==> config.mk <==
export PLATFORM = sky130hd
export DESIGN_NAME = approx_err_monitor
export DESIGN_NICKNAME = d
export VERILOG_FILES = /design/src/rtl/approx_err_monitor.sv
export SDC_FILE = /design/constraint.sdc
export NUM_CORES = 2
export LEC_CHECK = 0
export CORE_ASPECT_RATIO = 0.8
export CORE_MARGIN = 3
export CORE_UTILIZATION = 50
export CTS_CLUSTER_SIZE = 30
export DETAILED_ROUTE_END_ITERATION = 10
export PLACE_DENSITY = 0.83
export SETUP_SLACK_MARGIN = 0.05
export SLEW_MARGIN = 5
export SYNTH_ARGS = -nofsm -noshare
export SYNTH_HDL_FRONTEND = slang
export SYNTH_SLANG_ARGS = --single-unit
==> constraint.sdc <==
create_clock -name Clk -period 12.6 [get_ports Clk]
set_input_delay 2.52 -clock Clk [delete_from_list [all_inputs] [get_ports Clk]]
set_output_delay 2.52 -clock Clk [all_outputs]
set_load 0.03 [all_outputs]
==> src/rtl/approx_err_monitor.sv <==
// approx_err_monitor: accumulates error metrics between an approximate and an
// exact adder result over a window of WINDOW samples.
//
// Handshakes:
//   A sample transfers on a rising edge where in_valid and in_ready are both 1.
//   A result transfers on a rising edge where res_valid and res_ready are both 1.
//   in_ready and res_valid do not depend on in_valid or res_ready.
//   clear forces in_ready low while it is held.
//
// Pipeline:
//   S1 registers |appx-accr| and a nonzero flag.
//   S2 folds that sample into the saturating sums, the max and the counters.
//
// fsm_state exposes the controller state (0=ACC, 1=DRAIN, 2=HOLD) for debug.
module approx_err_monitor #(
  parameter int W      = 32,
  parameter int ACC_W  = 100,
  parameter int CNT_W  = 32,
  parameter int WINDOW = 1024
) (
  input  logic             Clk,
  input  logic             Rst,
  input  logic             clear,
  input  logic             in_valid,
  output logic             in_ready,
  input  logic [W-1:0]     appx,
  input  logic [W-1:0]     accr,
  output logic             res_valid,
  input  logic             res_ready,
  output logic [CNT_W-1:0] n_cnt,
  output logic [CNT_W-1:0] err_cnt,
  output logic [ACC_W-1:0] sum_ae,
  output logic [ACC_W-1:0] sum_se,
  output logic [W:0]       max_ae,
  output logic             sat,
  output logic [1:0]       fsm_state
);

  typedef enum logic [1:0] {ACC = 2'd0, DRAIN = 2'd1, HOLD = 2'd2} state_t;

  // Sum width that can hold any accumulator plus one square without wrapping.
  localparam int SW = ((ACC_W > 2*W+2) ? ACC_W : 2*W+2) + 1;
  localparam logic [ACC_W-1:0] ACC_MAX = '1;
  localparam logic [CNT_W-1:0] WIN     = CNT_W'(WINDOW);

  state_t           state;
  logic             rdy_q;
  logic [CNT_W-1:0] acc_cnt;
  logic             s1_valid;
  logic [W:0]       s1_ae;
  logic             s1_nz;

  logic             accept;
  logic [W:0]       diff;
  logic [W:0]       ae_in;
  logic [2*W+1:0]   se;
  logic [SW-1:0]    ae_sum;
  logic [SW-1:0]    se_sum;
  logic             ae_ovf;
  logic             se_ovf;

  assign in_ready  = rdy_q & ~clear;
  assign accept    = in_valid & in_ready;
  assign fsm_state = state;

  // S1 datapath: exact difference in W+1 bits, then its magnitude.
  always_comb begin
    diff  = {appx[W-1], appx} - {accr[W-1], accr};
    ae_in = diff;
    if (diff[W]) ae_in = ~diff + (W+1)'(1);
  end

  // S2 datapath: square and wide sums, so that overflow is detectable.
  always_comb begin
    se     = {{(W+1){1'b0}}, s1_ae} * {{(W+1){1'b0}}, s1_ae};
    ae_sum = SW'(sum_ae) + SW'(s1_ae);
    se_sum = SW'(sum_se) + SW'(se);
    ae_ovf = ae_sum > SW'(ACC_MAX);
    se_ovf = se_sum > SW'(ACC_MAX);
  end

  // Window controller, S1/S2 pipeline registers and result registers.
  always_ff @(posedge Clk or posedge Rst) begin
    if (Rst) begin
      state     <= ACC;
      rdy_q     <= 1'b0;
      res_valid <= 1'b0;
      acc_cnt   <= '0;
      s1_valid  <= 1'b0;
      s1_ae     <= '0;
      s1_nz     <= 1'b0;
      n_cnt     <= '0;
      err_cnt   <= '0;
      sum_ae    <= '0;
      sum_se    <= '0;
      max_ae    <= '0;
      sat       <= 1'b0;
    end else if (clear) begin
      state     <= ACC;
      rdy_q     <= 1'b1;
      res_valid <= 1'b0;
      acc_cnt   <= '0;
      s1_valid  <= 1'b0;
      n_cnt     <= '0;
      err_cnt   <= '0;
      sum_ae    <= '0;
      sum_se    <= '0;
      max_ae    <= '0;
      sat       <= 1'b0;
    end else begin
      s1_valid <= accept;
      if (accept) begin
        s1_ae <= ae_in;
        s1_nz <= (diff != '0);
      end

      if (s1_valid) begin
        sum_ae  <= ae_ovf ? ACC_MAX : ae_sum[ACC_W-1:0];
        sum_se  <= se_ovf ? ACC_MAX : se_sum[ACC_W-1:0];
        if (ae_ovf || se_ovf) sat <= 1'b1;
        if (s1_ae > max_ae) max_ae <= s1_ae;
        err_cnt <= err_cnt + CNT_W'(s1_nz);
        n_cnt   <= n_cnt + CNT_W'(1);
      end

      case (state)
        ACC: begin
          rdy_q <= 1'b1;
          if (accept) begin
            acc_cnt <= acc_cnt + CNT_W'(1);
            if ((acc_cnt + CNT_W'(1)) == WIN) begin
              state <= DRAIN;
              rdy_q <= 1'b0;
            end
          end
        end
        DRAIN: begin
          rdy_q <= 1'b0;
          if (!s1_valid) begin
            state     <= HOLD;
            res_valid <= 1'b1;
          end
        end
        HOLD: begin
          if (res_ready) begin
            state     <= ACC;
            rdy_q     <= 1'b1;
            res_valid <= 1'b0;
            acc_cnt   <= '0;
            n_cnt     <= '0;
            err_cnt   <= '0;
            sum_ae    <= '0;
            sum_se    <= '0;
            max_ae    <= '0;
            sat       <= 1'b0;
          end
        end
        default: begin
          state <= ACC;
          rdy_q <= 1'b0;
        end
      endcase
    end
  end

endmodule

==> summary.md <==
| Metric | Value |
|---|---|
| WHS Endpoint | s1_ae[13] |
| Crit. End Element | flip-flop |
| Final setup violation count | 0 |
| Hold Crit Class | reg -> reg |
| Crit-path slowest cell | dfrtp_1 |
| Area grow syn2layout | 11.5% |
| Largest net degree at the start of global routing | 194 |
| TritonCTS clock tree | done |
| Std cell rows | 109 |
| Status | complete, no violations |
| Most frequent cells in the layout | 1473 x inv_1, 941 x fa_1, 568 x nand2_1, 378 x ha_1, 370 x clkdlybuf4s50_1 |
| Vias | 47783 |
| Mapped Nets | 7862 |
| DP HPWL | 142 mm |
| Post-Synth Simple-Gate Area | 14.5% |
| Seq/Total Area, Yosys | 16.3% |
| CTS HTree Levels | 2 |
| Hold_sp | s1_ae[13] |
| Worst slew pin tran | 1.29 ns |
| Critical Path AT | 11.07 ns |
| Synthesized area | 0.0567 mm² |
| Max Fclk | 0.0948 GHz |
| Syn_area_per_cell | 8.76 µm² |
| Port Buffers | 370 |
| Crit path launch | s1_ae[25] |
| Seq cells post-synth | 369 |
| Top FF cell, synth | dfrtp_1 |
| Post-DRT Antenna Nets | 0 |
| Worst reg-to-reg path cell count | 29 |
| Multiplexer share of the synthesized area | 0.216% |
| Final clock skew | 0.0604 ns |
| Max clock buf depth | 3 |
| Ys async rst share | 100% |
| Cells after Synth | 6474 |
| Clock Sinks | 369 |
| Synth Warn # | 0 |
| Post-synth cell types | 95 |
| Grt ovf | 0 |
| Total CTS buffers | 44 |
| Compound-Gate Fraction of Synth Area | 12.3% |
| Post-synthesis adder-cell area fraction | 41.5% |
| Clk_lat worst skew | 0.64 ns |
| Setup TNS | 0 ns |
| Most common cell after layout, fill and taps aside | inv_1 |
| Multi-input logic area | 0.0409 mm² |
| Die Ht | 307 µm |
| Cell mode on critical path | fa_1 |
| Total iterations of the first detailed-routing run | 8 |
| First-pass GRT wire length | 285 mm |
| Critical Path Max Stage Delay | 0.91 ns |
| CP max FO | 21 |
| Top-area cell type share of the netlist area | 33.2% |
| Share of cells above drive strength 1 | 3.24% |
| Remaining DRCs | 0 |
| Minimum clock period | 10.55 ns |
| Number of global-route vias before repair | 49498 |
| Max-cap violations | 0 |
| Pins over their slew limit | 0 |
| Main combinational cell family by area after synthesis | adder cells |
| Post-synth EDFFs | 0 |
| Setup crit start kind | flip-flop |
| Gp weighted congestion | 1.02 |
| CTS root buf | clkbuf_16 |
| Worst r2r src | s1_ae[25] |
| Die extent in x | 383 µm |
| Drt total wl | 182 mm |
| Top area cells in the synthesized netlist | fa_1 33%, dfrtp_1 16%, inv_1 9.8% |
| Final hold violations | 0 |
| CTS Hold Bufs | 0 |
| CTS clock-pin slew for the worst setup and hold paths | 0.06 ns |
| Post-CTS Setup Bufs | 0 |
| Die ar. | 0.118 mm² |
| Ports | 371 |
| Yosys top cell by area | fa_1 |
| CP Data Required Time | 13.12 ns |
| # fillers | 9711 |
| Nets | 8057 |
| WL/cell | 22.2 µm |
| Post-CTS Resized | 0 |
| Register area | 0.00924 mm² |
| RSZ-0062 raised after global routing | no |
| Post-Synth XOR/XNOR Area | 3.39% |
| CORE AREA | 0.112 mm² |
| Worst rel slew slack | 13.7% |
| Vias per cell | 5.83 |
| WHS Path Cells | 2 |
| R2R Setup Slk | 2.05 ns |
| Initial Utilization | 50.9% |
| Initial detailed-routing violation count | 4495 |
| Initial antenna violation count | 6 |
| Reg2reg end | sum_se[89] |
| Gr usage total | 31.1% |
| WS Path Type | reg -> reg |
| Period utilization | 83.8% |
[through the flow]
step | utilization [%] | worst slack [ns] | area (µm²) | std cells | hold WS, ns
floorplan | - | 4.49 | 56700 | 6474 | 0.474
global placement | 55.4 | 2.48 | 61800 | 8121 | 0.467
detailed placement | 55.4 | 2.29 | 61800 | 8121 | 0.479
CTS | 56.7 | 2.24 | 63300 | 8200 | 0.493
global route | 56.7 | 1.78 | 63300 | 8200 | 0.534
finish | 56.7 | 2.05 | 63300 | 8201 | 0.489
[logic make-up (layout without fill, tap and decap cells)]
kind of cell	count (synthesis)	after routing
buffers and inverters	1767	1995
and+or+nand+nor	1690	1690
adders and majority gates	1319	1319
AOI/OAI and AO/OA	1098	1098
DFF	369	369
xor gates and xnor gates	219	219
muxes	12	12
other	0	1
[cell type report]
class | instances | area share (%)
multi-input cells | 4338 | 64.6
clock inverters | 24 | 0.457
repair buffers | 436 | 6.69
well taps | 1498 | 2.96
clock buffers | 55 | 1.93
inverters | 1480 | 8.78
flip-flops and latches | 369 | 14.6
diodes | 1 | 0.00395
[cells in the mapped netlist (22+ instances only)]
master and number:
o21ai_0 308, dfrtp_1 369, ha_1 378, fa_1 941
or3_1 29, a21oi_1 273, nand3_1 129, o21bai_1 30
xnor2_1 97, a311oi_1 36, xor2_1 121, and4_1 25
and2_1 241, clkbuf_1 247, o31ai_1 43, a31oi_1 88
nor3_1 77, nor2_1 334, and3_1 87, nand2_1 569
inv_1 1474, o21a_1 32, nor4_1 22, nand4_1 92
a211oi_1 32, a221oi_1 23, a21o_1 80
[critical path, delay by kind of cell (launching register included)]
| family | cells | cell delay [ns] |
|---|---|---|
| simple gates | 4 | 1.08 |
| mux | 1 | 0.15 |
| flops | 1 | 0.91 |
| fa+ha+maj | 9 | 4.46 |
| compound gates | 7 | 2.48 |
| buf+inv | 8 | 1.31 |
[routing by layer]
layer,track usage [%],share of wire (%),up-vias
li1,-,-,20917
met1,41.4,39,23801
met2,48.7,45,2583
met5,0,0.011,-
met3,8.84,12,480
met4,10.9,4.2,2
[how the worst max path moves through the flow]
stage / slack (ns) / end / depth (start not counted)
after floorplan: 4.49 / sum_se[98] / 30
after global placement: 2.48 / sum_se[89] / 29
after detailed placement: 2.29 / sum_se[89] / 29
after CTS: 2.24 / sum_se[89] / 29
after global routing: 1.78 / sum_se[89] / 29
final: 2.05 / sum_se[89] / 29
[flip-flops by register name (all words and copies together), names as in the netlist]
register and flops:
sum_se 100, sat 1, s1_nz 1, res_valid 1, rdy_q 1, acc_cnt 32, max_ae 33, fsm_state 2
err_cnt 32, sum_ae 100, n_cnt 32, s1_valid 1, s1_ae 33
Power is left out: the tool's default activity adds up to more than one toggle a clock period on the data nets, which glitch-free logic cannot reach.
